$ cat config.mk
export PLATFORM = sky130hd
export DESIGN_NAME = barrett_precompute
export DESIGN_NICKNAME = d
export VERILOG_FILES = /design/src/rtl/multiplier_pkg.sv /design/src/rtl/barrett_precompute_bitlen_enc.sv /design/src/rtl/barrett_precompute.sv
export SDC_FILE = /design/constraint.sdc
export NUM_CORES = 1
export LEC_CHECK = 0
export ABC_CLOCK_PERIOD_IN_PS = 4100
export CAP_MARGIN = 10
export CORE_UTILIZATION = 38
export DETAILED_ROUTE_END_ITERATION = 10
export PLACE_DENSITY = 0.66
export SYNTH_ARGS = -nofsm -noshare
export SYNTH_HDL_FRONTEND = slang
export SYNTH_SLANG_ARGS = --single-unit
$ cat constraint.sdc
create_clock -name clk_i -period 4.1 [get_ports clk_i]
set_input_delay 0.82 -clock clk_i [delete_from_list [all_inputs] [get_ports clk_i]]
set_output_delay 0.82 -clock clk_i [all_outputs]
set_load 0.01 [all_outputs]
$ cat src/rtl/multiplier_pkg.sv
// Shared definitions for the multiplier / Barrett reduction datapath.
//   DATA_LENGTH          default operand width
//   BL_W                 width of bit-length values and the divider bit counter
//   barrett_pre_state_e  control states of barrett_precompute
package multiplier_pkg;

  localparam int unsigned DATA_LENGTH = 32;

  // Holds 2k for k up to DATA_LENGTH, plus headroom for the bit counter.
  localparam int unsigned BL_W = $clog2(DATA_LENGTH) + 2;

  typedef enum logic [1:0] {
    StIdle,
    StBitlen,
    StDivide,
    StDone
  } barrett_pre_state_e;

endpackage

$ cat src/rtl/barrett_precompute_bitlen_enc.sv
// bitlen_enc: combinational MSB priority encoder.
//   val_i  [DW-1:0]    operand
//   bl_o   [BL_W-1:0]  index of the highest set bit plus one; 0 when val_i == 0
module bitlen_enc
  import multiplier_pkg::*;
#(
  parameter int unsigned DW = DATA_LENGTH
) (
  input  logic [DW-1:0]   val_i,
  output logic [BL_W-1:0] bl_o
);

  // Ascending scan: the last set bit seen is the most significant one.
  always_comb begin
    bl_o = '0;
    for (int unsigned b = 0; b < DW; b++) begin
      if (val_i[b]) begin
        bl_o = BL_W'(b + 1);
      end
    end
  end

endmodule

$ cat src/rtl/barrett_precompute.sv
// barrett_precompute: computes Barrett constants k = bitlen(m) and mu = floor(2^(2k)/m)
// with a bit-serial restoring divider, behind valid/ready handshakes.
//   clk_i, rst_ni           clock, synchronous active-low reset
//   in_valid_i/in_ready_o   modulus handshake; ready only while idle
//   m_i                     modulus
//   out_valid_o/out_ready_i result handshake
//   m_o, m_bl_o, mu_o       captured modulus, bit length k, mu
//   error_o                 modulus rejected (m == 0 or k > DW-2)
// Optional macro BARRETT_PRE_CACHE_EN adds a single-entry cache of the last
// successful {m, k, mu}; a hit goes straight to DONE.
module barrett_precompute
  import multiplier_pkg::*;
#(
  parameter int unsigned DW = DATA_LENGTH
) (
  input  logic          clk_i,
  input  logic          rst_ni,
  input  logic          in_valid_i,
  output logic          in_ready_o,
  input  logic [DW-1:0] m_i,
  output logic          out_valid_o,
  input  logic          out_ready_i,
  output logic [DW-1:0] m_o,
  output logic [DW-1:0] m_bl_o,
  output logic [DW-1:0] mu_o,
  output logic          error_o
);

  barrett_pre_state_e state_q, state_d;
  logic [DW-1:0]   m_q, m_d;
  logic [DW-1:0]   bl_q, bl_d;
  logic [DW-1:0]   mu_q, mu_d;   // doubles as the quotient register during DIVIDE
  logic            err_q, err_d;
  logic [DW:0]     r_q, r_d;
  logic [BL_W-1:0] k_q, k_d;
  logic [BL_W-1:0] i_q, i_d;
  logic [BL_W-1:0] k_enc;
  logic [DW+1:0]   r_shift;
  logic            n_bit;
  logic            q_bit;
  logic            cache_hit;

`ifdef BARRETT_PRE_CACHE_EN
  logic            cache_vld_q, cache_vld_d;
  logic [DW-1:0]   cache_m_q, cache_m_d;
  logic [BL_W-1:0] cache_k_q, cache_k_d;
  logic [DW-1:0]   cache_mu_q, cache_mu_d;

  assign cache_hit = cache_vld_q && (m_i == cache_m_q);
`else
  assign cache_hit = 1'b0;
`endif

  bitlen_enc #(
    .DW(DW)
  ) u_bitlen_enc (
    .val_i(m_q),
    .bl_o (k_enc)
  );

  assign in_ready_o  = (state_q == StIdle);
  assign out_valid_o = (state_q == StDone);
  assign m_o         = m_q;
  assign m_bl_o      = bl_q;
  assign mu_o        = mu_q;
  assign error_o     = err_q;

  // Dividend is 2^(2k): its only set bit is at position 2k.
  assign n_bit   = (i_q == (k_q << 1));
  assign r_shift = {r_q, n_bit};
  assign q_bit   = (r_shift >= {2'b00, m_q});

  always_comb begin
    state_d = state_q;
    m_d     = m_q;
    bl_d    = bl_q;
    mu_d    = mu_q;
    err_d   = err_q;
    r_d     = r_q;
    k_d     = k_q;
    i_d     = i_q;
`ifdef BARRETT_PRE_CACHE_EN
    cache_vld_d = cache_vld_q;
    cache_m_d   = cache_m_q;
    cache_k_d   = cache_k_q;
    cache_mu_d  = cache_mu_q;
`endif

    unique case (state_q)
      StIdle: begin
        if (in_valid_i) begin
          m_d     = m_i;
          state_d = StBitlen;
          if (cache_hit) begin
`ifdef BARRETT_PRE_CACHE_EN
            bl_d  = DW'(cache_k_q);
            mu_d  = cache_mu_q;
            err_d = 1'b0;
`endif
            state_d = StDone;
          end
        end
      end
      StBitlen: begin
        k_d  = k_enc;
        bl_d = DW'(k_enc);
        // mu can reach 2^(k+1), so k must leave one spare bit below DW.
        if (m_q == '0 || k_enc > BL_W'(DW - 2)) begin
          mu_d    = '0;
          err_d   = 1'b1;
          state_d = StDone;
        end else begin
          mu_d    = '0;
          err_d   = 1'b0;
          r_d     = '0;
          i_d     = k_enc << 1;
          state_d = StDivide;
        end
      end
      StDivide: begin
        r_d  = q_bit ? (DW+1)'(r_shift - {2'b00, m_q}) : (DW+1)'(r_shift);
        mu_d = {mu_q[DW-2:0], q_bit};
        i_d  = i_q - 1'b1;
        if (i_q == '0) begin
          state_d = StDone;
`ifdef BARRETT_PRE_CACHE_EN
          cache_vld_d = 1'b1;
          cache_m_d   = m_q;
          cache_k_d   = k_q;
          cache_mu_d  = {mu_q[DW-2:0], q_bit};
`endif
        end
      end
      StDone: begin
        if (out_ready_i) begin
          state_d = StIdle;
        end
      end
      default: state_d = StIdle;
    endcase
  end

  always_ff @(posedge clk_i) begin
    if (!rst_ni) begin
      state_q <= StIdle;
      m_q     <= '0;
      bl_q    <= '0;
      mu_q    <= '0;
      err_q   <= 1'b0;
      r_q     <= '0;
      k_q     <= '0;
      i_q     <= '0;
    end else begin
      state_q <= state_d;
      m_q     <= m_d;
      bl_q    <= bl_d;
      mu_q    <= mu_d;
      err_q   <= err_d;
      r_q     <= r_d;
      k_q     <= k_d;
      i_q     <= i_d;
    end
  end

`ifdef BARRETT_PRE_CACHE_EN
  always_ff @(posedge clk_i) begin
    if (!rst_ni) begin
      cache_vld_q <= 1'b0;
      cache_m_q   <= '0;
      cache_k_q   <= '0;
      cache_mu_q  <= '0;
    end else begin
      cache_vld_q <= cache_vld_d;
      cache_m_q   <= cache_m_d;
      cache_k_q   <= cache_k_d;
      cache_mu_q  <= cache_mu_d;
    end
  end
`endif

endmodule

==> results of run 1 <==
[worst max-delay path, stage by stage, from the launching register on]
cell	delay, ns
dfxtp_1	0.35
xor2_1	0.18
nor4_1	0.28
nand4_1	0.18
ha_1	0.25
fa_1	0.37
and2b_1	0.26
o31ai_1	0.12
a211o_1	0.32
a41oi_2	0.29
a21oi_2	0.14
o21a_1	0.22
buf_4	0.23
nor3_1	0.22
a21oi_1	0.05
o21ai_0	0.14
[report_power, final]
group	switching, mW	internal [mW]	total [mW]
Combinational	1.37	0.991	2.36
Sequential	0.157	1.21	1.37
Clock	0.574	1.04	1.61
[how the worst max path moves through the flow]
stage,slack (ns),start,end,cells after the start
after global routing,0.04,i_q[3],r_q[15],15
after floorplan,0.79,i_q[3],r_q[17],15
after detailed placement,0.42,i_q[3],r_q[15],15
after CTS,0.38,i_q[3],r_q[23],15
final,0.40,i_q[3],r_q[23],15
after global placement,0.53,i_q[3],r_q[0],15
[cells in the final DEF, fill, tap and decap left out, types with 4 or more instances in the layout]
cell and n:
xnor2_1 16, dfxtp_1 113, a21boi_0 66, inv_1 48, nor2b_1 8, a22o_1 6
ha_1 37, clkbuf_16 17, nand2b_1 35, nand3_1 38, a21o_1 8, and2_1 8
nand2_1 128, a32oi_1 8, clkinv_4 4, clkdlybuf4s50_1 107, nor4_1 12, o21ai_1 7
or3_1 5, nor3_1 12, and3_1 4, nand4_1 6, xor2_1 13, a31oi_1 6
a21oi_1 51, o31ai_1 6, nor2_1 42, mux2i_1 10, buf_4 8, bufinv_16 4
nand3b_1 4, o21a_1 10, conb_1 26, o21ai_0 49
[logic make-up (layout without fill, tap and decap cells)]
logic type | Yosys count | in the layout | synth area share (%)
adder cells (fa/ha/maj) | 39 | 39 | 7.03
flip-flops | 113 | 113 | 32.1
multiplexers | 11 | 11 | 1.58
buffers and inverters | 125 | 196 | 8.65
XOR/XNOR | 29 | 29 | 3.60
AND/OR/NAND/NOR | 314 | 314 | 21.4
other | 1 | 26 | 0.0532
AO/OA/AOI/OAI | 261 | 261 | 25.6
[per-layer routing]
metal  track usage (%)  up-vias
li1                  -     3253
met1              26.0     2983
met2              32.1      135
met3              5.13       24
met4              6.15        0
met5                 0        -
[flip-flops by register name, indices dropped and copies added (netlist names)]
signal	count
state_q	2
error_o	1
i_q	7
r_q	33
k_q	6
mu_o	32
m_o	32
[cell type report]
type,instances,area (um^2),share of cell area (%)
Inverter,48,180,2.05
Timing Repair Buffer,116,1140,12.9
Multi-Input combinational cell,680,4270,48.7
Clock buffer,18,439,5.00
Clock inverter,14,204,2.32
Tap cell,229,287,3.26
Sequential cell,113,2260,25.8
==> results.sh, run 1 <==
export IMPL_reg2reg_to="r_q[23]"
export IMPL_dp_hpwl_um=13100
export IMPL_dieWidth_um=138
export IMPL_critPathRequiredTime_ns=4.44
export IMPL_yosysTopAreaCell="dfxtp_1"
export IMPL_grt_pass1_vias=6032
export IMPL_syn_area_per_cell_um2=7.89
export IMPL_finalSetupViolations=0
export IMPL_fp_row_count=49
export IMPL_syn_cell_area_um2=7050
export IMPL_skew_ns=0.00759
export IMPL_drt_drc_violations_left=8
export IMPL_synth_common_cells="nand2_1 (128), dfxtp_1 (113), a21boi_0 (66)"
export IMPL_maxCapViolCount=0
export IMPL_cts_hold_fix_buffers=0
export IMPL_drv_slew=0
export IMPL_synth_edff_count=0
export IMPL_hold_depth=2
export IMPL_outcome="complete, but fails checks"
export IMPL_cts_buffers_inserted=17
export IMPL_setup_tns_ns=0
export IMPL_dpl_cell_area_um2=8140
export IMPL_overflow=0
export IMPL_antenna_cells=0
export IMPL_viasPerCell=5.25
export IMPL_dr_wl_met2_um=8560
export IMPL_wl_met3_um=935
export IMPL_netlist_instances=893
export IMPL_worst_pin_slew_ns=0.759
export IMPL_placedCellCount=1186
export IMPL_vias=6395
export IMPL_initial_core_util_pct=39.0
export IMPL_min_delay_start="r_q[2]"
export IMPL_postLayoutCoreUtil_pct=48.5
export IMPL_clock_latency_ns=0.43
export IMPL_io_pins=135
export IMPL_fill_cells=1749
export IMPL_wl_met1_um=8860
export IMPL_drive_above_1_share_pct=6.47
export IMPL_async_flop_share_pct=0
export IMPL_synth_top_area_share_pct=32.1
export IMPL_finalPower_mw=5.34
export IMPL_gp_congestion=0.901
export IMPL_violations="design-rule violations"
export IMPL_max_slew_margin_rel_pct=49.4
export IMPL_top_layer="met4"
export IMPL_ys_seq_area_share_pct=32.1
export IMPL_min_period_over_period_pct=90.2
export IMPL_ys_types=74
export IMPL_rsz0062_at_grt="no"
export IMPL_r2r_start="i_q[3]"
export IMPL_cts_setup_buffers=0
export IMPL_powerDensity_nw_per_um2=609
export IMPL_synth_seq_cells=113
export IMPL_core_um2=18100
export IMPL_setup_worst_path_class="reg2reg"
export IMPL_r2r_setup_slack_ns=0.40
export IMPL_grt_max_degree=85
export IMPL_cts_clk_slew_worst_paths_ns=0.06
export IMPL_vdd_drop_max_mv=0.402
export IMPL_whs_ns=0.473
export IMPL_worstSetupEndpointType="flip-flop"
export IMPL_period_minus_slack_ns=3.70
export IMPL_fp_dieH_um=138
export IMPL_numClockSinks=113
export IMPL_dp_slack_ns=0.422
export IMPL_design_area_um2=8780
export IMPL_arrival_ns=4.04
export IMPL_cts_resized=0
export IMPL_clock_fmax_mhz=270
export IMPL_leakage_nw=3.36
export IMPL_die_area_um2=19100
export IMPL_hold_end="r_q[2]"
export IMPL_wirelength_um=18700
export IMPL_cts_root_buf="clkbuf_16"
export IMPL_postRouteAntennaNets=0
export IMPL_final_nets=1051
export IMPL_antenna_found_initial=0
export IMPL_area_delta_synth_final_pct=24.6
export IMPL_worstPathMaxFanout=28
export IMPL_drt_wirelength_per_cell_um=15.3
export IMPL_hold_viol_final=0
export IMPL_cp_start_kind="flip-flop"
export IMPL_cts_buffer_depth=2
export IMPL_synthFlopType="dfxtp_1"
export IMPL_grt_use_total_pct=19.9
export IMPL_drt_initial_drc_count=454
export IMPL_hp_class="reg2reg"
export IMPL_grt_pass1_wl_um=30800
export IMPL_yosysMostFrequentCell="nand2_1"
export IMPL_place_port_buffers=108
export IMPL_tritoncts="yes"
export IMPL_synthTopCellsByArea="dfxtp_1 (32%), a21boi_0 (7.0%), nand2_1 (6.8%), ha_1 (6.7%), a21oi_1 (3.6%)"
export IMPL_yosysWarnings=0
export IMPL_fin_ws_ns=0.401
export IMPL_htree_num_levels=4
export IMPL_first_pass_iters=8
export IMPL_reg2regPathDepth=15
export IMPL_fin_cells=1218
(Power assumes the default switching activity.)
==> run 2, diff against run 1 <==
- CORE_ASPECT_RATIO: not set -> 0.75
- PLACE_DENSITY: 0.66 -> not set
- SLEW_MARGIN: not set -> 20
==> results.sh, run 2 (synthesized netlist as in run 1, its figures left out) <==
export IMPL_min_period_over_period_pct=92.0
export IMPL_fp_dieH_um=120
export IMPL_drt_wirelength_per_cell_um=15.9
export IMPL_outcome="complete, no violations"
export IMPL_leakage_nw=3.36
export IMPL_switchingPower_mw=2.19
export IMPL_reg2regPathDepth=15
export IMPL_period_minus_slack_ns=3.77
export IMPL_cts_buffers_inserted=17
export IMPL_crit_path_end="r_q[23]"
export IMPL_grt_pass1_wl_um=32100
export IMPL_cp_start_kind="flip-flop"
export IMPL_grt_use_total_pct=21.1
export IMPL_drt_initial_drc_count=356
export IMPL_clock_latency_ns=0.42
export IMPL_fp_row_count=42
export IMPL_vdd_drop_max_mv=0.441
export IMPL_reg2reg_to="r_q[23]"
export IMPL_postRouteAntennaNets=0
export IMPL_grt_pass1_vias=6126
export IMPL_drv_slew=0
export IMPL_dieWidth_um=159
export IMPL_power_frac_comb_pct=45.7
export IMPL_setup_tns_ns=0
export IMPL_worstSetupEndpointType="flip-flop"
export IMPL_r2r_start="i_q[3]"
export IMPL_dp_hpwl_um=14000
export IMPL_cp_startpoint="i_q[3]"
export IMPL_numClockSinks=113
export IMPL_switching_share_pct=41.2
export IMPL_cts_hold_fix_buffers=0
export IMPL_cts_setup_buffers=0
export IMPL_arrival_ns=4.12
export IMPL_final_nets=1054
export IMPL_critPathRequiredTime_ns=4.45
export IMPL_first_pass_iters=5
export IMPL_setup_worst_path_class="reg2reg"
export IMPL_fin_cells=1234
export IMPL_initial_core_util_pct=39.3
export IMPL_antenna_cells=0
export IMPL_final_cell_mix="nand2_1 (128), dfxtp_1 (113), clkdlybuf4s50_1 (107)"
export IMPL_r2r_setup_slack_ns=0.33
export IMPL_largest_reg_flops=33
export IMPL_antenna_found_initial=0
export IMPL_p_seq_share_pct=25.8
export IMPL_maxCapViolCount=0
export IMPL_worstPathMaxFanout=32
export IMPL_viasPerCell=5.26
export IMPL_p_clk_share_pct=28.5
export IMPL_cts_resized=0
export IMPL_io_pins=135
export IMPL_clock_fmax_mhz=265
export IMPL_cts_buffer_depth=2
export IMPL_overflow=0
export IMPL_htree_num_levels=4
export IMPL_place_port_buffers=108
export IMPL_tritoncts="yes"
export IMPL_drt_drc_violations_left=0
export IMPL_drive_above_1_share_pct=6.75
export IMPL_final_common_cell="nand2_1"
export IMPL_cts_root_buf="clkbuf_16"
export IMPL_cts_clk_slew_worst_paths_ns=0.06
export IMPL_wirelength_um=19600
export IMPL_worst_pin_slew_ns=0.761
export IMPL_area_delta_synth_final_pct=24.6
export IMPL_top_register="r_q"
export IMPL_intPower_mw=3.12
export IMPL_rsz0062_at_grt="no"
export IMPL_max_slew_margin_rel_pct=49.3
export IMPL_hold_viol_final=0
export IMPL_grt_max_degree=86
export IMPL_core_um2=17900
export IMPL_powerDensity_nw_per_um2=605
export IMPL_hp_class="reg2reg"
export IMPL_vias=6490
export IMPL_skew_ns=0.00759
export IMPL_placedCellCount=1202
export IMPL_die_area_um2=19100
export IMPL_gp_congestion=0.857
export IMPL_finalSetupViolations=0
run 2: routing by layer:
metal,GRT usage (%),wire (um),vias up
met5,0,0,-
met4,6.73,331,0
met3,7.12,1410,24
met2,29.2,7720,176
met1,30.2,10200,3016
li1,-,-,3274
run 2: power by group through the flow:
stage / Clock (mW) / Sequential [mW] / Combinational [mW]
6_report: 1.51 / 1.37 / 2.43
5_1_grt: 1.60 / 1.40 / 2.68
4_1_cts: 1.53 / 1.37 / 2.42
3_5_place_dp: 0 / 1.39 / 2.41
3_3_place_gp: 0 / 1.39 / 2.41
2_1_floorplan: 0 / 1.37 / 1.77
run 2: per-stage QoR:
| stage | util (%) | setup WS [ns] | area, um^2 | hold slack [ns] | total power, mW |
|---|---|---|---|---|---|
| global route | 49.0 | 0.0500 | 8780 | 0.488 | 5.67 |
| CTS | 49.0 | 0.323 | 8780 | 0.469 | 5.33 |
| global placement | 45.6 | 0.489 | 8180 | 0.445 | 3.80 |
| floorplan | - | 0.789 | 7140 | 0.427 | 3.14 |
| detailed placement | 45.6 | 0.366 | 8180 | 0.456 | 3.80 |
| finish | 49.0 | 0.328 | 8780 | 0.467 | 5.31 |
run 2: how the worst min path moves through the flow:
| stage | startpoint | endpoint | slack (ns) | depth (start not counted) |
|---|---|---|---|---|
| after global placement | r_q[32] | r_q[32] | 0.45 | 2 |
| after global routing | r_q[32] | r_q[32] | 0.49 | 2 |
| after CTS | r_q[32] | r_q[32] | 0.47 | 2 |
| final | r_q[32] | r_q[32] | 0.47 | 2 |
| after floorplan | r_q[32] | r_q[32] | 0.43 | 2 |
| after detailed placement | r_q[32] | r_q[32] | 0.46 | 2 |
run 2: layout make-up:
class | instances | area [um^2]
fill | 1790 | 9140
timing repair buffer | 119 | 1160
inverter | 48 | 180
tap | 242 | 303
clock inverter | 15 | 176
clock buffer | 17 | 425
sequential | 113 | 2260
multi-input combinational | 680 | 4270
run 2: critical path, stage by stage, from the launching register on:
cell and delay, ns:
dfxtp_1 0.35, xor2_1 0.18, nor4_1 0.28, nand4_1 0.21
ha_1 0.26, fa_1 0.37, and2b_1 0.26, o31ai_1 0.12
a211o_1 0.32, a41oi_2 0.30, a21oi_2 0.13, o21a_1 0.22
buf_4 0.24, nor3_1 0.24, a21oi_1 0.06, o21ai_0 0.13
